--- config.mk ---
export PLATFORM = sky130hd
export DESIGN_NAME = hazard_scoreboard
export DESIGN_NICKNAME = d
export VERILOG_FILES = /design/src/rtl/cpu_ctrl_pkg.sv /design/src/rtl/hazard_sb_entry.sv /design/src/rtl/hazard_scoreboard.sv
export SDC_FILE = /design/constraint.sdc
export NUM_CORES = 1
export LEC_CHECK = 0
export ABC_AREA = 1
export CORE_UTILIZATION = 59
export DETAILED_ROUTE_END_ITERATION = 16
export PLACE_DENSITY = 0.8
export SYNTH_ARGS = -nofsm -noshare
export SYNTH_HDL_FRONTEND = slang
export SYNTH_SLANG_ARGS = --single-unit
--- constraint.sdc ---
create_clock -name clk_i -period 3.3 [get_ports clk_i]
set_input_delay 0.99 -clock clk_i [delete_from_list [all_inputs] [get_ports clk_i]]
set_output_delay 0.99 -clock clk_i [all_outputs]
set_load 0.02 [all_outputs]
--- src/rtl/cpu_ctrl_pkg.sv ---
// Shared control-path constants for the pipelined RISC-V core: register file
// geometry and the base opcodes seen by the ID-stage decoders.
package cpu_ctrl_pkg;

    localparam int REG_ADDR_W = 5;
    localparam int NUM_REGS   = 32;

    localparam logic [6:0] OP_LOAD   = 7'b0000011;
    localparam logic [6:0] OP_STORE  = 7'b0100011;
    localparam logic [6:0] OP_RTYPE  = 7'b0110011;
    localparam logic [6:0] OP_ITYPE  = 7'b0010011;
    localparam logic [6:0] OP_BRANCH = 7'b1100011;

endpackage

--- src/rtl/hazard_sb_entry.sv ---
// One scoreboard slot: counts down the bubbles still owed to a pending load
// on a single architectural register.
module hazard_sb_entry #(
    parameter int CNT_W    = 2,
    parameter int LOAD_VAL = 1
) (
    input  logic clk_i,
    input  logic rst_n_i,
    input  logic hold_i,
    input  logic load_i,
    output logic busy_o
);

    logic [CNT_W-1:0] cnt;

    // A fresh load wins over the decrement, restarting any count already pending.
    always_ff @(posedge clk_i or negedge rst_n_i) begin
        if (!rst_n_i) begin
            cnt <= '0;
        end else if (!hold_i) begin
            if (load_i) begin
                cnt <= CNT_W'(LOAD_VAL);
            end else if (cnt != '0) begin
                cnt <= cnt - CNT_W'(1);
            end
        end
    end

    assign busy_o = (cnt != '0);

endmodule

--- src/rtl/hazard_scoreboard.sv ---
// ID-stage load-use hazard controller: per-register countdown scoreboard,
// pipeline write enables, taken-branch flush and a saturating bubble counter.
module hazard_scoreboard
    import cpu_ctrl_pkg::*;
#(
    parameter int LOAD_USE_GAP = 1,
    parameter int CNT_W        = 2
) (
    input  logic                  clk_i,
    input  logic                  rst_n_i,
    input  logic                  id_valid_i,
    input  logic [REG_ADDR_W-1:0] rs1_addr_i,
    input  logic [REG_ADDR_W-1:0] rs2_addr_i,
    input  logic                  rs1_used_i,
    input  logic                  rs2_used_i,
    input  logic [REG_ADDR_W-1:0] rd_addr_i,
    input  logic                  MemRead_i,
    input  logic                  RegWrite_i,
    input  logic                  branch_taken_i,
    input  logic                  mem_stall_i,
    output logic                  NoOp_o,
    output logic                  PCWrite_o,
    output logic                  IFIDWrite_o,
    output logic                  Flush_o,
    output logic [31:0]           stall_cnt_o
);

    logic [NUM_REGS-1:0] busy;
    logic                rs1_hit;
    logic                rs2_hit;
    logic                hazard;
    logic                issue;
    logic                load_en;

    // x0 is never tracked, so its slot is permanently idle.
    assign busy[0] = 1'b0;

    for (genvar i = 1; i < NUM_REGS; i++) begin : g_entry
        hazard_sb_entry #(
            .CNT_W   (CNT_W),
            .LOAD_VAL(LOAD_USE_GAP)
        ) u_entry (
            .clk_i  (clk_i),
            .rst_n_i(rst_n_i),
            .hold_i (mem_stall_i),
            .load_i (load_en && (rd_addr_i == REG_ADDR_W'(i))),
            .busy_o (busy[i])
        );
    end

    assign rs1_hit = rs1_used_i && (rs1_addr_i != '0) && busy[rs1_addr_i];
    assign rs2_hit = rs2_used_i && (rs2_addr_i != '0) && busy[rs2_addr_i];
    assign hazard  = id_valid_i && (rs1_hit || rs2_hit);
    assign issue   = id_valid_i && !hazard && !mem_stall_i;
    assign load_en = issue && MemRead_i && RegWrite_i && (rd_addr_i != '0);

    // Reset forces a bubble; a memory freeze outranks a hazard, which outranks a branch flush.
    always_comb begin
        NoOp_o      = 1'b0;
        PCWrite_o   = 1'b1;
        IFIDWrite_o = 1'b1;
        Flush_o     = branch_taken_i;
        if (!rst_n_i) begin
            NoOp_o      = 1'b1;
            PCWrite_o   = 1'b0;
            IFIDWrite_o = 1'b0;
            Flush_o     = 1'b0;
        end else if (mem_stall_i) begin
            PCWrite_o   = 1'b0;
            IFIDWrite_o = 1'b0;
            Flush_o     = 1'b0;
        end else if (hazard) begin
            NoOp_o      = 1'b1;
            PCWrite_o   = 1'b0;
            IFIDWrite_o = 1'b0;
            Flush_o     = 1'b0;
        end
    end

    always_ff @(posedge clk_i or negedge rst_n_i) begin
        if (!rst_n_i) begin
            stall_cnt_o <= '0;
        end else if (!mem_stall_i && hazard && (stall_cnt_o != 32'hFFFF_FFFF)) begin
            stall_cnt_o <= stall_cnt_o + 32'd1;
        end
    end

endmodule
-- After elaboration in Yosys (flattened, before gate mapping)
Index checks and enable logic that the tools add are counted.
- bits in registers: 94
- output and inout bits: 36
- input bits: 24
- reduce and logical (&&, ||, !) cells: 142
- multiplexer cells: 75
- add/subtract/negate cells: 32
- bitwise operators: 1
- order comparisons: 2
- equality and inequality tests: 32
- operators with widths (operator ; number):
    $mux 2 ; 62
    $reduce_bool 2->1 ; 62
    $eq 5x5->1 const B ; 16
    $reduce_and 2->1 ; 31
    $sub 2x1->2 const B ; 31
    $logic_and 1x1->1 ; 43
    $eq 5x4->1 const B ; 8
    $add 32x1->32 const B ; 1
    $ne 32x32->1 const B ; 1
    $eq 5x3->1 const B ; 4
    $reduce_bool 5->1 ; 3
    $lt 5x6->1 const B ; 2
    $mux 1 ; 11
    $bmux 1 s5 ; 2
    $eq 5x2->1 const B ; 2
    $eq 5x1->1 const B ; 1
    $logic_not 1->1 ; 2
    $logic_or 1x1->1 ; 1
    $not 1->1 ; 1

-- Depth between registers and ports, before layout
Gate-level depths: netlist of run 1.
- word-level depth: 15
- depth in mapped cells: 18

-- By module
From an unflattened synthesis of run 1, not the netlist that was laid out.
- cell total of the unflattened synthesis: 1124
- area, all modules: 7373.3 µm²
- by module, submodules not included (module ; cells an instance ; times used ; area each (µm²) ; sequential area each (µm²)):
    hazard_sb_entry ; 18 ; 31 ; 126.4 ; 50.0
    hazard_scoreboard ; 566 ; 1 ; 3455.8 ; 800.8

-- Worst setup path before layout of run 1
OpenSTA, ideal clock, no wires.
- kind: in2out
- start point: input port rs1_addr_i[1]
- end point: output port PCWrite_o
- stages: 15
- required time: 2.310 ns
- arrival: 2.322 ns
- path slack: -0.012 ns
- path through: buf_2 inv_1 nand3_1 o21ai_1 nand2_1 nand2_1 inv_1 nand2_1 nand2_2 nand2_4 nand2_4 nand2_1 nand3_1 inv_1 buf_4
- word-level cells in the longest chain between the ends: 8
- elaborated cells between the ends (all ways): 10
- classes of those cells: 5 x mux; 5 x reduce/logical
- ends and longest elaborated chain (element ; RTL line ; RTL):
    from (decl) ; hazard_scoreboard.sv:12 ; input logic [REG_ADDR_W-1:0] rs1_addr_i,
    $bmux 1 s5 / $reduce_bool 5->1 (equally long branches) ; hazard_scoreboard.sv:51 ; assign rs1_hit = rs1_used_i && (rs1_addr_i != '0) && busy[rs1_addr_i];
    $mux 1 (implied by the code) / $logic_and 1x1->1 (equally long branches) ; hazard_scoreboard.sv:51 ;
    $logic_and 1x1->1 (*) ; hazard_scoreboard.sv:51 ;
    $logic_or 1x1->1 (*) ; hazard_scoreboard.sv:53 ; assign hazard = id_valid_i && (rs1_hit || rs2_hit);
    $logic_and 1x1->1 (*) ; hazard_scoreboard.sv:53 ;
    $mux 1 (*) (3 in series) ; n/a ;
    to (decl) ; hazard_scoreboard.sv:22 ; output logic PCWrite_o,
Every way passes the cells marked *; elsewhere a longest branch is shown, timed or not. The select of a mux whose other input is x is not followed.

-- Worst setup path in the final report of run 1
- start point: input port rs2_addr_i[4]
- end point: output port Flush_o
- word-level cells in the longest chain between the ends: 8
- elaborated cells between the ends (all ways): 10
- classes of those cells: 5 x mux; 5 x reduce/logical
- ends and longest elaborated chain (element ; RTL line ; RTL):
    from (decl) ; hazard_scoreboard.sv:13 ; input logic [REG_ADDR_W-1:0] rs2_addr_i,
    $bmux 1 s5 / $reduce_bool 5->1 (equally long branches) ; hazard_scoreboard.sv:52 ; assign rs2_hit = rs2_used_i && (rs2_addr_i != '0) && busy[rs2_addr_i];
    $mux 1 (implied by the code) / $logic_and 1x1->1 (equally long branches) ; hazard_scoreboard.sv:52 ;
    $logic_and 1x1->1 (*) ; hazard_scoreboard.sv:52 ;
    $logic_or 1x1->1 (*) ; hazard_scoreboard.sv:53 ;
    $logic_and 1x1->1 (*) ; hazard_scoreboard.sv:53 ;
    $mux 1 (*) ; hazard_scoreboard.sv:72 ; end else if (hazard) begin
    $mux 1 (*) ; hazard_scoreboard.sv:68 ; end else if (mem_stall_i) begin
    $mux 1 (*) ; hazard_scoreboard.sv:63 ; if (!rst_n_i) begin
    to (decl) ; hazard_scoreboard.sv:24 ; output logic Flush_o,
Marks and branches as above.

==> results of run 1 <==
cells in the final DEF, fill, tap and decap left out, drive strengths merged, types with 8 or more instances in the layout:
cell,count
nor4,8
nand4,75
o21ai,9
nand2,429
nor2,65
buf,43
inv,170
clkbuf,11
ha,32
dfrtp,94
clkdlybuf4s50,45
nor3,14
xor2,25
nand3,77
state kept, by name, summed over array words and instances, names as in the netlist:
signal               count
g_entry.u_entry.cnt     62
stall_cnt_o             32
worst min-delay path: stages (launching register included):
cell and delay [ns]:
sky130_fd_sc_hd__dfrtp_1 0.34, sky130_fd_sc_hd__nand2_1 0.05, sky130_fd_sc_hd__nand2_1 0.05
worst paths after layout:
check                                                 from                    endpoint
worst min register to register  g_entry[11].u_entry.cnt[1]  g_entry[11].u_entry.cnt[1]
worst max register to register  g_entry[18].u_entry.cnt[0]  g_entry[28].u_entry.cnt[0]
worst max-delay path                         rs2_addr_i[4]                     Flush_o
max in group asynchronous                          rst_n_i              stall_cnt_o[3]
worst min-delay path            g_entry[11].u_entry.cnt[1]  g_entry[11].u_entry.cnt[1]
min in group asynchronous                          rst_n_i  g_entry[22].u_entry.cnt[1]
cells by family after synthesis:
logic type      count (synthesis)  share of synthesized area [%]
simple gates                  668                           42.0
buf+inv                       206                           12.4
flops                          94                           34.1
fa+ha+maj                      32                           5.80
xor+xnor                       31                           3.93
compound gates                 18                           1.79
power groups by stage:
stage | combinational, mW | sequential, mW | clock (mW)
floorplan | 1.91 | 1.82 | 0
CTS | 2.57 | 1.83 | 0.994
global route | 3.04 | 1.90 | 1.04
finish | 2.61 | 1.83 | 0.981
global placement | 2.44 | 1.84 | 0
detailed placement | 2.53 | 1.85 | 0
metrics by stage:
step | util [%] | hold slack, ns | setup TNS (ns) | area [um^2]
2_1_floorplan | - | 0.442 | 0 | 6910
3_3_place_gp | 67.4 | 0.454 | -3.55 | 7690
3_5_place_dp | 67.4 | 0.459 | -3.64 | 7690
4_1_cts | 70.3 | 0.476 | 0 | 8030
5_1_grt | 71.9 | 0.487 | -0.169 | 8210
6_report | 71.9 | 0.470 | 0 | 8210
metal layers:
| metal | track usage, % | share of wire (%) | vias up |
|---|---|---|---|
| met5 | 0 | 0 | - |
| met1 | 36.4 | 43 | 3090 |
| met4 | 17.6 | 4.5 | 0 |
| li1 | - | - | 3430 |
| met2 | 51.4 | 48 | 171 |
| met3 | 5.17 | 4.7 | 52 |
timing repair:
| item | CTS | global route |
|---|---|---|
| setup endpoints to repair | 4 | 4 |
| gates resized for setup | 65 | 47 |
| pin swaps | 11 | 22 |
| cloned | 1 | 2 |
| buffers inserted | 2 | 0 |
area by class of cell:
type | instances | share of cell area [%]
clock inverter | 6 | 0.579
sequential | 94 | 28.7
clock buffer | 9 | 2.74
multi-input combinational | 749 | 46.4
timing repair buffer | 93 | 11.5
tap | 143 | 2.18
inverter | 169 | 7.94
==> results.txt, run 1 <==
----------------------------------------------------
[Min path]
  Kind of path behind the tightest hold check ... flip-flop to flip-flop
  Hold path cells ... 2

[Pwr]
  IR drop worst, VDD ... approximately 0.46 mV
  Power consumption ... between 5 and 6 mW
  Combinational fraction of design power ... 48.1%
  Sequential Power Share ... 33.8%
  Power dissipated by switching net loads ... 2.34 mW
  Fraction of power spent switching nets ... 43.2%
  PD cells ... approximately 660 nW/um^2
  Standby leakage power ... between 4 and 5 nW
  Cell Int Power ... about 3.1 mW
  Clock power frac ... a little under a fifth

[STA]
  RSZ-0062 raised after global routing ... yes
  Crit share post-route ... 98.6%
  Count of endpoints failing setup in the final report ... 0
  Max_slew headroom ... between 40% and 50%
  Final worst clock skew ... 0.00967 ns
  Setup ws final ... approximately 0.047 ns
  Time the final worst path needs with I/O delays and setup ... 3.25 ns
  Pin slew with the least headroom to its limit ... around 0.76 ns
  Final slew viol count ... 0
  Final-report hold violation count ... 0
  Max Fclk ... between 300 and 400 MHz

[Finish]
  Area growth from synthesis to layout ... 18.9%
  Fraction of layout cells with a size suffix above 1 ... a little under a tenth
  Total inserted antenna cells ... 0
  Post-route non-filler standard cell count ... between 1000 and 1500
  Filler Cells Inserted ... 993
  Multi-input logic area ... between 3000 and 4000 um^2
  Net count, final ... ~1200
  Register cell area after layout ... about 2400 um^2

[Yosys]
  Cell accounting for the most synthesized area ... sky130_fd_sc_hd__dfrtp_1
  Number of distinct library cells after synthesis ... 32
  Share of the synthesized area in the top cell type ... around a third
  Prevailing post-synth register cell ... sky130_fd_sc_hd__dfrtp_1
  Synth Register Bits ... between 90 and 100
  Yosys warning count ... 0
  Dominant cell by count in the synthesized netlist ... sky130_fd_sc_hd__nand2_1
  Most instantiated cells after synthesis ... sky130_fd_sc_hd__nand2_1 (425), sky130_fd_sc_hd__inv_1 (162), sky130_fd_sc_hd__dfrtp_1 (94), sky130_fd_sc_hd__nand3_1 (76), sky130_fd_sc_hd__nand4_1 (73)
  Area contributors post-synth ... sky130_fd_sc_hd__dfrtp_1 (34%), sky130_fd_sc_hd__nand2_1 (23%), sky130_fd_sc_hd__inv_1 (8.8%)
  Mean instance size in the synthesized netlist ... ~6.6 um^2
  Share of the yosys chip area belonging to registers ... about 34%
  Syn nets ... around 1100
  Cell area after synthesis ... roughly 7000 um^2
  Share of flip-flops with an asynchronous set or reset after synthesis ... between 90% and 100%
  EDFF count, synth ... 0
  Post-Synthesis Cells ... 1049

[Placed design]
  Post-detail-place hpwl ... around 13 mm
  Post-Place Cells ... approximately 1200
  Worst setup slack before clock tree synthesis ... -0.933 ns
  Routability Congestion ... roughly 0.93
  Number of port buffers ... 59

[Route]
  Vias post-DR ... 6743
  Violation count after the first detailed-routing iteration ... approximately 360
  Remaining design rule violation count ... 0
  DRT Wirelength ... roughly 18 mm
  Number of nets still failing antenna checks after routing ... 0
  Initial DRT Pass Iterations ... 5
  Via/cell ratio ... ~5.3
  WL/cell ... between 10 and 15 um

[Floorplan]
  Initial Utilization ... between 60% and 70%
  Number of top-level design ports ... 60
  Core Box Area ... approximately 11000 um^2
  Area of the die ... roughly 12000 um^2
  Horizontal die dimension ... ~110 um
  Row count ... 39
  Y dimension of the die ... 110 um

[Critical path]
  Element type at the critical path end ... output port
  Setup Crit Path Kind ... input pin to output port
  Crit path required time ... ~2.3 ns
  Cell with the largest stage delay on the worst path ... sky130_fd_sc_hd__clkdlybuf4s50_1
  Sum of buffers and inverters on the critical path ... 3
  Dominant cell type by count on the critical path ... sky130_fd_sc_hd__nand2_4
  Path length in cells of the critical path ... 9
  Critical Path, Cell by Cell ... clkdlybuf4s50_1, o21ai_1, inv_1, nand3_2, nand2_4, nand2_4, nand3_4, nor2_4, buf_6
  Worst stage delay on the critical path ... 0.49 ns
  Top Family by Delay on Critical Path ... buffers and inverters
  Maximum fanout along the worst path ... 3
  Setup crit start kind ... input pin
  Data arrival time of the critical path ... roughly 2.3 ns
  Logic depth of the worst register-to-register path ... 16
  Worst reg2reg setup slack ... 0.87 ns

[Clock tree]
  Worst-path clk slew ... about 0.060 ns
  CTS H-Tree Depth ... 3
  Clock tree root buffer cell ... sky130_fd_sc_hd__clkbuf_16
  Clk Latency, worst-skew pair ... ~0.36 ns
  Clock buffers created by TritonCTS ... 9
  Maximum buffer depth of the clock tree ... 2
  Clock tree from TritonCTS ... done
  Post-cts hold buffer count ... 0
  Number of clock sinks ... between 90 and 100

[Global routing]
  Global Route Usage Sum ... just over 30%
  Number of antenna violations at the first check in global routing ... 0
  GR Overflow Total ... 0
  Vias in the first global route ... approximately 6100
  Pin count of the biggest net entering global routing ... 79
  Wire length of the first global-routing pass ... ~28 mm

[Status]
  Status ... complete, no violations

[Run]
  Number of max-cap violations ... 0

----------------------------------------------------
Power figures use the tool's default switching activity.
==> inputs of run 2 (changes only) <==
--- a/config.mk
+++ b/config.mk
@@ -6,8 +6,9 @@
 export NUM_CORES = 1
 export LEC_CHECK = 0
 export ABC_AREA = 1
-export CORE_UTILIZATION = 59
+export CORE_UTILIZATION = 65
 export DETAILED_ROUTE_END_ITERATION = 16
+export DONT_BUFFER_PORTS = 1
 export PLACE_DENSITY = 0.8
 export SYNTH_ARGS = -nofsm -noshare
 export SYNTH_HDL_FRONTEND = slang
==> results.txt, run 2 (synthesis results as in run 1) <==
----------------------------------------------------
[Critical path]
  Crit path required time ... 2.31 ns (about the same)
  Cell with the largest stage delay on the worst path ... sky130_fd_sc_hd__dfrtp_1 (was sky130_fd_sc_hd__clkdlybuf4s50_1)
  Worst stage delay on the critical path ... 0.38 ns (was 0.49 ns)
  Top Family by Delay on Critical Path ... simple AND/OR/NAND/NOR gates (was buffers and inverters)
  Sum of buffers and inverters on the critical path ... 3 (unchanged)
  Setup crit start kind ... flip-flop (was input pin)
  Dominant cell type by count on the critical path ... sky130_fd_sc_hd__nand2_1 (was sky130_fd_sc_hd__nand2_4)
  Maximum fanout along the worst path ... 3 (unchanged)
  Critical Path, Cell by Cell ... inv_1, ha_1, inv_1, nand2_1, nand3_1, nand2_1, nand2_1, nand3_1, nand3_1, nand3_2, nand2_4, nand2_1, nand3_2, nor2_2, buf_4 (was clkdlybuf4s50_1, o21ai_1, inv_1, nand3_2, nand2_4, nand2_4, nand3_4, nor2_4, buf_6)
  Element type at the critical path end ... output port (unchanged)
  Setup Crit Path Kind ... flip-flop to output port (was input pin to output port)
  Data arrival time of the critical path ... 2.14 ns (was 2.26 ns)

[Floorplan]
  Y dimension of the die ... 105 um (was 110 um)
  Core Box Area ... 10300 um^2 (was 11400 um^2)
  Area of the die ... 11000 um^2 (was 12100 um^2)
  Initial Utilization ... 66.9% (was 60.5%)
  Row count ... 37 (was 39)
  Number of top-level design ports ... 60 (unchanged)
  Horizontal die dimension ... 105 um (was 110 um)

[Placed design]
  Routability Congestion ... 0.953 (was 0.931)
  Number of port buffers ... 0 (was 59)
  Post-detail-place hpwl ... 12.1 mm (was 13.1 mm)
  Worst setup slack before clock tree synthesis ... 0.142 ns (was -0.933 ns)

[Clock tree]
  CTS H-Tree Depth ... 3 (unchanged)
  Number of clock sinks ... 94 (unchanged)
  Clock buffers created by TritonCTS ... 9 (unchanged)
  Worst-path clk slew ... 0.10 ns (was 0.06 ns)
  Clk Latency, worst-skew pair ... 0.37 ns (was 0.36 ns)
  Post-cts hold buffer count ... 0 (unchanged)
  Clock tree root buffer cell ... sky130_fd_sc_hd__clkbuf_8 (was sky130_fd_sc_hd__clkbuf_16)
  Maximum buffer depth of the clock tree ... 2 (unchanged)
  Clock tree from TritonCTS ... done (unchanged)

[Global routing]
  Met2 demand-to-capacity share in global routing ... 52.4% (was 51.4%)
  Met1 capacity usage during global routing ... 38.7% (was 36.4%)
  Pin count of the biggest net entering global routing ... 97 (was 79)
  Global Route Usage Sum ... 31.4% (was 30.3%)
  Vias in the first global route ... 5854 (was 6105)
  GR Util met3 ... 6.99% (was 5.17%)
  Gr busiest metal ... met2 (unchanged)
  Wire length of the first global-routing pass ... 27.4 mm (was 28.1 mm)
  GR Overflow Total ... 0 (unchanged)
  Number of antenna violations at the first check in global routing ... 0 (unchanged)

[Finish]
  Area growth from synthesis to layout ... 3.99% (was 18.9%)
  Net count, final ... 1090 (was 1172)
  Reg with most FFs ... g_entry.u_entry.cnt (unchanged)
  Filler Cells Inserted ... 933 (was 993)
  Highest-count cells in the layout ignoring fill and taps ... sky130_fd_sc_hd__nand2_1 (425), sky130_fd_sc_hd__inv_1 (147), sky130_fd_sc_hd__dfrtp_1 (94) (was sky130_fd_sc_hd__nand2_1 (419), sky130_fd_sc_hd__inv_1 (158), sky130_fd_sc_hd__dfrtp_1 (94))
  Leading cell type in the layout, fill and taps excluded ... sky130_fd_sc_hd__nand2_1 (unchanged)
  Multi-input logic area ... 3760 um^2 (was 3810 um^2)
  Fraction of layout cells with a size suffix above 1 ... 7.23% (was 9.55%)
  Total inserted antenna cells ... 0 (unchanged)
  Max FFs per register ... 62 (unchanged)
  Largest registers ... g_entry.u_entry.cnt (62), stall_cnt_o (32) (unchanged)
  Register cell area after layout ... 2350 um^2 (unchanged)

[Route]
  Initial DRT Pass Iterations ... 5 (unchanged)
  Vias post-DR ... 6424 (was 6743)
  WL/cell ... 13.8 um (was 13.9 um)
  DRT Wirelength ... 16.2 mm (was 17.6 mm)
  Via/cell ratio ... 5.47 (was 5.34)
  Violation count after the first detailed-routing iteration ... 566 (was 358)
  Remaining design rule violation count ... 0 (unchanged)
  Number of nets still failing antenna checks after routing ... 0 (unchanged)

[Pwr]
  PD cells ... 706 nW/um^2 (was 660 nW/um^2)
  Standby leakage power ... 3.96 nW (was 4.44 nW)
  IR drop worst, VDD ... 0.426 mV (was 0.458 mV)

[STA]
  Final-report hold violation count ... 0 (unchanged)
  Crit share post-route ... 94.9% (was 98.6%)
  Setup ws final ... 0.167 ns (was 0.0472 ns)
  Max_slew headroom ... 37.5% (was 49.3%)
  Time the final worst path needs with I/O delays and setup ... 3.13 ns (was 3.25 ns)
  Final worst clock skew ... 0.00967 ns (about the same)
  Max Fclk ... 319 MHz (was 307 MHz)
  Final slew viol count ... 0 (unchanged)
  Count of endpoints failing setup in the final report ... 0 (unchanged)
  Total Negative Setup Slacks ... 0 ns (unchanged)
  Pin slew with the least headroom to its limit ... 0.937 ns (was 0.761 ns)

[Run]
  Number of max-cap violations ... 0 (unchanged)

[Status]
  Status ... complete, no violations (unchanged)

[Min path]
  Kind of path behind the tightest hold check ... input pin to async pin (was flip-flop to flip-flop)

----------------------------------------------------
==> run 2: cell types whose count changed in the layout (fill, tap and decap cells not counted), moves of 11 or more <==
| cell | change |
|---|---|
| sky130_fd_sc_hd__inv_1 | -11 |
| sky130_fd_sc_hd__inv_2 | +14 |
| sky130_fd_sc_hd__buf_4 | -13 |
| sky130_fd_sc_hd__clkdlybuf4s50_1 | -45 |
| sky130_fd_sc_hd__buf_6 | -11 |
==> run 2: final cells by class <==
class | count | area share [%]
multi-input cells | 749 | 52.4
flip-flops and latches | 94 | 32.8
inverters | 169 | 8.97
well taps | 136 | 2.37
clock buffers | 10 | 1.92
repair buffers | 11 | 1.15
clock inverters | 5 | 0.488
==> run 2: final timing paths <==
kind | start | end | slack [ns] | cells after the start
max | g_entry[12].u_entry.cnt[0] | Flush_o | 0.17 | 15
min | rst_n_i | g_entry[30].u_entry.cnt[1] | 0.30 | 0
max reg2reg | stall_cnt_o[1] | stall_cnt_o[2] | 0.91 | 10
min reg2reg | g_entry[13].u_entry.cnt[1] | g_entry[13].u_entry.cnt[1] | 0.48 | 2
max in group asynchronous | rst_n_i | g_entry[24].u_entry.cnt[0] | 2.81 | 0
min in group clk_i | g_entry[13].u_entry.cnt[1] | g_entry[13].u_entry.cnt[1] | 0.48 | 2
==> run 2: metal layers <==
| layer | up-vias | part of all wire, % | routed length [um] |
|---|---|---|---|
| li1 | 3267 | - | - |
| met1 | 2921 | 41 | 6630 |
| met2 | 194 | 48 | 7780 |
| met3 | 42 | 7.1 | 1160 |
| met4 | 0 | 4.2 | 679 |
| met5 | - | 0 | 0 |
==> run 2: through the flow <==
step	hold slack [ns]	power [mW]	area, um^2	std cells	util (%)
after global placement	0.454	4.14	6910	1155	66.9
after global routing	0.273	5.63	7180	1174	69.6
after CTS	0.288	4.96	7080	1170	68.6
after floorplan	0.442	3.73	6910	1049	-
after detailed placement	0.459	4.24	6910	1155	66.9
final	0.300	5.07	7180	1174	69.6
==> run 2: what timing repair did <==
action / 4_1_cts / 5_1_grt
endpoints found under the setup margin: 0 / 4
buffers inserted: 0 / 4
gates resized for setup: 0 / 31
==> run 2: worst reg2reg max path, stage by stage (launching register included) <==
cell and delay (ns):
sky130_fd_sc_hd__dfrtp_1 0.54, sky130_fd_sc_hd__ha_1 0.38, sky130_fd_sc_hd__nand4_4 0.18, sky130_fd_sc_hd__nor2_4 0.16
sky130_fd_sc_hd__inv_2 0.08, sky130_fd_sc_hd__nor2_2 0.12, sky130_fd_sc_hd__nand4_1 0.16, sky130_fd_sc_hd__nand4_4 0.16
sky130_fd_sc_hd__buf_4 0.37, sky130_fd_sc_hd__nand2_1 0.13, sky130_fd_sc_hd__o21ai_2 0.07
==> run 2: power by group <==
part | switching, mW | total [mW] | internal (mW)
combinational | 1.54 | 2.50 | 0.964
clock | 0.418 | 0.710 | 0.292
sequential | 0.299 | 1.86 | 1.56
==> inputs of run 3 (changes only) <==
--- a/config.mk
+++ b/config.mk
@@ -9,6 +9,7 @@
 export CORE_UTILIZATION = 65
 export DETAILED_ROUTE_END_ITERATION = 16
 export DONT_BUFFER_PORTS = 1
+export MAX_ROUTING_LAYER = met4
 export PLACE_DENSITY = 0.8
 export SYNTH_ARGS = -nofsm -noshare
 export SYNTH_HDL_FRONTEND = slang
==> results.txt, run 3 (synthesis results as in run 1) <==
----------------------------------------------------
[Placed design]
  Post-detail-place hpwl ... 11.8 mm (was 12.1 mm)
  Routability Congestion ... 0.983 (was 0.953)
  Worst setup slack before clock tree synthesis ... 0.131 ns (was 0.142 ns)
  Area of placed instances ... 6900 um^2 (was 6910 um^2)
  Post-Place Cells ... 1154 (was 1155)
  Number of port buffers ... 0 (unchanged)

[Critical path]
  Cell with the largest stage delay on the worst path ... sky130_fd_sc_hd__dfrtp_1 (unchanged)
  Setup Crit Path Kind ... flip-flop to output port (unchanged)
  Setup crit start kind ... flip-flop (unchanged)
  Crit path from ... g_entry[10].u_entry.cnt[0] (was g_entry[12].u_entry.cnt[0])
  Crit path required time ... 2.31 ns (about the same)
  Top Family by Delay on Critical Path ... simple AND/OR/NAND/NOR gates (unchanged)
  Element type at the critical path end ... output port (unchanged)
  Critical Path, Cell by Cell ... inv_1, ha_1, inv_1, nand2_1, nand3_1, nand2_1, nand2_1, nand3_1, nand3_1, nand3_2, nand2_4, nand2_2, nand3_2, nor2_2, buf_6 (was inv_1, ha_1, inv_1, nand2_1, nand3_1, nand2_1, nand2_1, nand3_1, nand3_1, nand3_2, nand2_4, nand2_1, nand3_2, nor2_2, buf_4)
  Sum of buffers and inverters on the critical path ... 3 (unchanged)
  Crit Reg-Reg Startpoint ... stall_cnt_o[1] (unchanged)
  Worst stage delay on the critical path ... 0.41 ns (was 0.38 ns)
  Maximum fanout along the worst path ... 3 (unchanged)
  Data arrival time of the critical path ... 2.16 ns (was 2.14 ns)

[Clock tree]
  Post-cts hold buffer count ... 0 (unchanged)
  Number of clock sinks ... 94 (unchanged)
  Clk Latency, worst-skew pair ... 0.38 ns (was 0.37 ns)
  Clock buffers created by TritonCTS ... 9 (unchanged)
  Maximum buffer depth of the clock tree ... 2 (unchanged)
  CTS H-Tree Depth ... 3 (unchanged)
  Worst-path clk slew ... 0.10 ns (about the same)
  Clock tree root buffer cell ... sky130_fd_sc_hd__clkbuf_8 (unchanged)
  Clock tree from TritonCTS ... done (unchanged)

[Pwr]
  PD cells ... 729 nW/um^2 (was 706 nW/um^2)
  Standby leakage power ... 4.01 nW (was 3.96 nW)
  IR drop worst, VDD ... 0.493 mV (was 0.426 mV)
  Power consumption ... 5.27 mW (was 5.07 mW)

[Floorplan]
  Row count ... 37 (unchanged)
  Core Box Area ... 10300 um^2 (unchanged)
  Initial Utilization ... 66.9% (unchanged)
  Horizontal die dimension ... 105 um (unchanged)
  Number of top-level design ports ... 60 (unchanged)
  Y dimension of the die ... 105 um (unchanged)
  Area of the die ... 11000 um^2 (unchanged)

[Route]
  WL/cell ... 13.8 um (about the same)
  Remaining design rule violation count ... 0 (unchanged)
  Violation count after the first detailed-routing iteration ... 445 (was 566)
  Via/cell ratio ... 5.48 (was 5.47)
  Initial DRT Pass Iterations ... 5 (unchanged)
  Number of nets still failing antenna checks after routing ... 0 (unchanged)
  DRT Wirelength ... 16.2 mm (about the same)
  Vias post-DR ... 6440 (was 6424)

[Status]
  Status ... complete, no violations (unchanged)

[STA]
  Final slew viol count ... 0 (unchanged)
  Total Negative Setup Slacks ... 0 ns (unchanged)
  Hold WS ... 0.288 ns (was 0.300 ns)
  Final worst clock skew ... 0.0106 ns (was 0.00967 ns)
  Final-report hold violation count ... 0 (unchanged)
  Time the final worst path needs with I/O delays and setup ... 3.15 ns (was 3.13 ns)
  Max Fclk ... 318 MHz (was 319 MHz)
  Count of endpoints failing setup in the final report ... 0 (unchanged)
  Pin slew with the least headroom to its limit ... 0.924 ns (was 0.937 ns)
  Crit share post-route ... 95.3% (was 94.9%)
  Max_slew headroom ... 38.4% (was 37.5%)
  Setup ws final ... 0.155 ns (was 0.167 ns)

[Finish]
  Max FFs per register ... 62 (unchanged)
  Highest-count cells in the layout ignoring fill and taps ... sky130_fd_sc_hd__nand2_1 (424), sky130_fd_sc_hd__inv_1 (151), sky130_fd_sc_hd__dfrtp_1 (94) (was sky130_fd_sc_hd__nand2_1 (425), sky130_fd_sc_hd__inv_1 (147), sky130_fd_sc_hd__dfrtp_1 (94))
  Largest registers ... g_entry.u_entry.cnt (62), stall_cnt_o (32) (unchanged)
  Post-route non-filler standard cell count ... 1175 (was 1174)
  Reg with most FFs ... g_entry.u_entry.cnt (unchanged)
  Net count, final ... 1090 (unchanged)
  Final core utilization ... 70.0% (was 69.6%)
  Fraction of layout cells with a size suffix above 1 ... 6.45% (was 7.23%)
  Leading cell type in the layout, fill and taps excluded ... sky130_fd_sc_hd__nand2_1 (unchanged)
  Total inserted antenna cells ... 0 (unchanged)
  Area growth from synthesis to layout ... 4.64% (was 3.99%)
  Post-route cell area ... 7230 um^2 (was 7180 um^2)

[Run]
  Number of max-cap violations ... 0 (unchanged)

[Global routing]
  Wire length of the first global-routing pass ... 27.2 mm (was 27.4 mm)
  Vias in the first global route ... 5979 (was 5854)
  GR Overflow Total ... 0 (unchanged)
  Global Route Usage Sum ... 31.9% (was 31.4%)
  Pin count of the biggest net entering global routing ... 97 (unchanged)
  Number of antenna violations at the first check in global routing ... 0 (unchanged)

[Min path]
  Kind of path behind the tightest hold check ... input pin to async pin (unchanged)

----------------------------------------------------
[run 3: cell types whose count changed in the layout (fill, tap and decap cells not counted), moves of 2 or more]
cell / previous run / this run
sky130_fd_sc_hd__ha_1: 22 / 27
sky130_fd_sc_hd__inv_1: 147 / 151
sky130_fd_sc_hd__inv_2: 19 / 15
sky130_fd_sc_hd__bufinv_16: 0 / 3
sky130_fd_sc_hd__ha_2: 7 / 4
sky130_fd_sc_hd__clkinvlp_4: 3 / 1
sky130_fd_sc_hd__ha_4: 3 / 1
[run 3: power by group]
part           internal (mW)  switching [mW]  leakage [nW]  total (mW)
Combinational          0.945            1.50          2.69        2.45
Clock                  0.526           0.428         0.124       0.954
Sequential              1.56           0.303          1.20        1.87
Total                   3.03            2.24          4.01        5.27
[run 3: what timing repair did]
item                                    4_1_cts  5_1_grt
buffers inserted                              0        5
gates resized for setup                       0       23
endpoints found under the setup margin        0        3
[run 3: area by class of cell]
type	count	area, um^2
Sequential cell	94	2350
Clock buffer	11	141
Inverter	169	643
Clock inverter	5	104
Multi-Input combinational cell	749	3730
Fill cell	922	3100
Tap cell	136	170
Timing Repair Buffer	11	86.3
[run 3: final timing paths]
kind                                         endpoint  slack (ns)  cells after the start
setup / recovery                              Flush_o        0.15                     15
hold / removal             g_entry[28].u_entry.cnt[1]        0.29                      0
setup reg to reg                       stall_cnt_o[6]        0.92                     10
hold reg to reg            g_entry[12].u_entry.cnt[1]        0.48                      2
max in group asynchronous   g_entry[1].u_entry.cnt[1]        2.82                      0
min in group clk_i         g_entry[12].u_entry.cnt[1]        0.48                      2
[run 3: per-layer routing]
layer,track usage (%),part of all wire (%),vias to the layer above
met5,-,0,-
met4,15.0,3.9,0
met3,6.18,6.7,46
met2,53.1,48,191
met1,37.2,41,2941
li1,-,-,3262
==> variant 1 (settings of run 2) <==
The parameter `LOAD_USE_GAP` goes from 1 to 0.
--- a/src/rtl/hazard_scoreboard.sv
+++ b/src/rtl/hazard_scoreboard.sv
@@ -3,7 +3,7 @@
 module hazard_scoreboard
     import cpu_ctrl_pkg::*;
 #(
-    parameter int LOAD_USE_GAP = 1,
+    parameter int LOAD_USE_GAP = 0,
     parameter int CNT_W        = 2
 ) (
     input  logic                  clk_i,
Check against the original RTL: not equivalent (a bounded check fails within 4 cycles, from zero or initial values and one cycle with rst_n_i low).
==> variant 1 against run 2 <==
- die area decreased by 1.3%
- final area decreased by 0.70%
- largest cell class unchanged
- cell count decreased by 2.6%
- wire length increased by 1.7%
- worst setup slack got worse by 0.062 ns
- first-iteration DRC count decreased by 35%
- worst hold slack got worse by 0.012 ns
- sequential cell count unchanged
- synthesized area decreased by 1.4%
Power is not compared: it rests on default switching activity, and its combinational part moved more than twofold at a synthesized area within 25%.
==> variant 1: results (changes against run 2) <==
Logic synthesis
The unique cell type count in the Yosys netlist is 31 (-3.1%). The cell count after synthesis was 1017 (-3.1%). The net count after synthesis came to 1073 (-2.9%). Sorting the synthesized cells by how often they occur yields nand2_1 (395), inv_1 (160), nand4_1 (103).

Setup path
The signal arrival time at the worst endpoint is 2.20 ns (+0.06 ns).

STA
The normalized max-slew margin is 36.9% (-0.66 points). The final clock skew is 0.0106 ns (+0.000939 ns).

Layout
The portion of the layout cell area used by non-clock buffers is 1.26% (+0.11 points). The clock tree buffer count of the final layout was 9 (-1). The sequential cell count came to 94 (unchanged). The multi-input gate area in the final layout was 0.00366 mm² (-2.6%).

The number of non-clock buffers is 12 (+1). The signed area change from the synthesized netlist to the final layout is 4.70%. The count of inverters not on the clock network in the layout was 167 (-1.2%). The count of multi-input gates was 718 (-4.1%).

Drt
The length of routed wiring on met1 is 6800 µm (+2.6%). The number of vias after detailed routing is 6317 (-1.7%). The final routed wire length divided by cell count is 14.5 µm (+4.4%).

Global route
The all-layer global routing usage came to 30.7% (-0.75 points). The global-route met3 utilization was 5.39% (-1.6 points). The met2 capacity usage during global routing is 50.9% (-1.5 points).

The number of global-route vias before repair is 5728 (-2.2%). The routing usage on met1 came to 35.6% (-3.0 points).

Placed design
The number of cells in the design after placement is 1121 (-2.9%). The worst slack at placement is 0.0152 ns (-0.127 ns). The placed wire-length estimate after detailed placement is 12000 µm (-0.17%).

The final estimated routing congestion in global placement is 0.964 (+1.1%).

Run status
The run finished with clean final reports.
## variant 1: cell types whose count changed in the layout (fill, tap and decap cells not counted), moves of 4 or more
cell / delta
ha_2: -4
nand2_1: -31
nand3_1: -29
ha_1: +4
nand4_1: +30
inv_2: -4
## variant 1: cells by family after synthesis
group                    after synthesis  synth area share (%)
AO/OA/AOI/OAI                         18                  1.82
flip-flops                            94                  34.5
XOR/XNOR                              31                  3.99
adder cells (fa/ha/maj)               32                  5.88
buffers and inverters                205                  12.5
AND/OR/NAND/NOR                      637                  41.3
## variant 1: critical path, cell delays in order
cell,delay [ns]
clkinvlp_4,0.12
buf_4,0.16
nand2_1,0.05
nand3_1,0.08
nand2_1,0.06
nand2_1,0.05
inv_1,0.04
nand3_1,0.06
nand2_1,0.10
nand2_4,0.07
nand2_4,0.08
nand2_2,0.06
nand3_2,0.07
nor2_1,0.05
buf_4,0.15
## variant 1: path summary, 6_finish.rpt
kind | cells after the start | end | slack (ns) | from
setup reg to reg | 10 | stall_cnt_o[16] | 0.82 | stall_cnt_o[1]
max in group asynchronous | 0 | stall_cnt_o[11] | 2.80 | rst_n_i
setup / recovery | 15 | Flush_o | 0.11 | rs1_addr_i[0]
hold reg to reg | 2 | g_entry[9].u_entry.cnt[1] | 0.48 | g_entry[9].u_entry.cnt[1]
min in group clk_i | 2 | g_entry[9].u_entry.cnt[1] | 0.48 | g_entry[9].u_entry.cnt[1]
hold / removal | 0 | g_entry[26].u_entry.cnt[1] | 0.29 | rst_n_i
## variant 1: power by group through the flow
stage | clock network [µW] | logic (µW) | registers [µW]
floorplan | 0 | 223 | 1250
global placement | 0 | 221 | 1280
detailed placement | 0 | 224 | 1280
CTS | 878 | 225 | 1260
global route | 909 | 263 | 1270
finish | 865 | 234 | 1260
==> variant 2 (config.mk and constraints of run 2) <==
Without the edit above. Put one more register stage on the output `stall_cnt_o`. The value now appears one clock later. The other outputs are not delayed to match.
--- a/src/rtl/hazard_scoreboard.sv
+++ b/src/rtl/hazard_scoreboard.sv
@@ -24,6 +24,8 @@
     output logic                  Flush_o,
     output logic [31:0]           stall_cnt_o
 );
+
+    logic [31:0] stall_cnt_s0;
 
     logic [NUM_REGS-1:0] busy;
     logic                rs1_hit;
@@ -79,10 +81,14 @@
 
     always_ff @(posedge clk_i or negedge rst_n_i) begin
         if (!rst_n_i) begin
-            stall_cnt_o <= '0;
-        end else if (!mem_stall_i && hazard && (stall_cnt_o != 32'hFFFF_FFFF)) begin
-            stall_cnt_o <= stall_cnt_o + 32'd1;
+            stall_cnt_s0 <= '0;
+        end else if (!mem_stall_i && hazard && (stall_cnt_s0 != 32'hFFFF_FFFF)) begin
+            stall_cnt_s0 <= stall_cnt_s0 + 32'd1;
         end
     end
 
+    always_ff @(posedge clk_i) begin
+        stall_cnt_o <= stall_cnt_s0;
+    end
+
 endmodule
Behaviour: not the same (Yosys sat finds a counterexample within 4 cycles, from zero or initial values and one cycle with rst_n_i low).
==> variant 2 against run 2 <==
- synthesized area up 10%
- sequential cell count up 32
- sequential power is 23% higher
- wire length grew 12%
- final area grew 16%
- power is 34% higher
- non-clock buffer count grew 2
- sequential share of layout area rose by 3.2 points
- first-iteration DRC count is 7.4% higher
- clock power increased to 2.8 times the old value
- utilization grew 3.4 points
- worst setup slack got worse by 0.073 ns
- highest routed layer unchanged
==> variant 2: results (changes against run 2) <==
Placed design
The placed standard-cell area is 0.00758 mm² (+9.7%).

Pwr
The worst IR drop on VDD is 0.000748 V (+76%). The switching part of the total power is 38.0% (-6.4 points). The clock group share of total power was 29.6% (+16 points).

The static leakage power is 0.00450 µW (+13%). The clock group total power is 2010 µW (+180%).

Drt
The length of routed wiring on met1 is 7400 µm (+12%). The length of the first detailed-routing pass in iterations is 6 (+1). The routed length on met2 was 9200 µm (+18%). The final routed wire length divided by cell count is 14.7 µm (+6.0%). The number of DRC markers in iteration 0 came to 608 (+7.4%).

Layout
The count of inverters not on the clock network in the layout is 163 (-3.6%). The fraction of area in registers was 35.9% (+3.2 points). The proportion of layout cells with a drive suffix above 1 is 8.38% (+1.2 points). The portion of the layout cell area used by non-clock buffers is 1.22% (+0.066 points). The final-layout clock-cell area share is 7.57% (+5.2 points).

The cell area after layout is 0.00833 mm² (+16%). The signed area change from the synthesized netlist to the final layout is 9.70%. The clock tree buffer count of the final layout is 19 (+9). The layout filler cell count is 924 (-0.96%).

The number of non-clock buffers came to 13 (+2). The count of multi-input gates was 764 (+2.0%). The number of nets in the finished design is 1141 (+4.7%). The multi-input gate area in the final layout was 0.00381 mm² (+1.4%).

Clock tree
The buffer cell driving the clock tree root is clkbuf_16. The total clock sinks is 126 (+34%). The source-to-sink clock delay at the later pin of the worst-skew pair is 0.42 ns (+0.05 ns). The clock transition at the registers of the reported paths was 0.06 ns (-0.04 ns). The number of buffers inserted during clock tree synthesis is 17 (+8).

The H-tree depth reported by CTS is 4 (+1).

Setup path
The source of the worst register-to-register timing path is g_entry[4].u_entry.cnt[0]. The worst reg2reg path depth is 16 (+6). The start point of the critical path is g_entry[10].u_entry.cnt[0].

STA
The worst hold slack across all endpoints is 0.254 ns (-0.0460 ns). The normalized max-slew margin came to 39.7% (+2.2 points).

Logic synthesis
The sequential share of the synthesized area is 39.4% (+5.3 points). The share of the synthesized area in the top cell type is 31.0% (-3.1 points). By area the synthesized netlist is led by dfrtp_1 (31%), nand2_1 (21%), dfxtp_1 (8.4%).

Global route
The global-route met3 utilization is 7.76% (+0.77 points). The all-layer global routing usage came to 31.2% (-0.25 points). The number of global-route vias before repair is 6084 (+3.9%). The met2 capacity usage during global routing was 54.6% (+2.2 points). The routing usage on met1 is 36.7% (-1.9 points).

The first-pass GRT wire length came to 28800 µm (+5.0%).

Run status
The flow ran to the end, and the final reports show no timing, DRC or antenna violations.
## variant 2: changes by cell type after synthesis, moves of 6 or more
cell     before  now
nand4_1      73   67
nand3_1      76  112
buf_2        10    4
dfxtp_1       0   32
nand2_1     425  416
## variant 2: cells by family (layout without fill, tap and decap cells)
logic type / after synthesis / after routing / synth area share [%]
AOI/OAI and AO/OA: 10 / 10 / 0.889
xor gates and xnor gates: 30 / 30 / 3.46
adders and majority gates: 32 / 32 / 5.27
buffers and inverters: 203 / 208 / 11.5
DFF: 126 / 126 / 39.4
and+or+nand+nor: 692 / 692 / 39.5
## variant 2: worst reg2reg max path: cells and delay by family (launching register included)
family | cells | cell delay, ns
buffers and inverters | 3 | 0.46
flip-flops | 1 | 0.40
adder cells (fa/ha/maj) | 1 | 0.19
AND/OR/NAND/NOR | 12 | 1.22
## variant 2: repair_timing
item,4_1_cts,5_1_grt
setup buffers,0,5
setup endpoints to repair,0,4
resized for setup,0,38
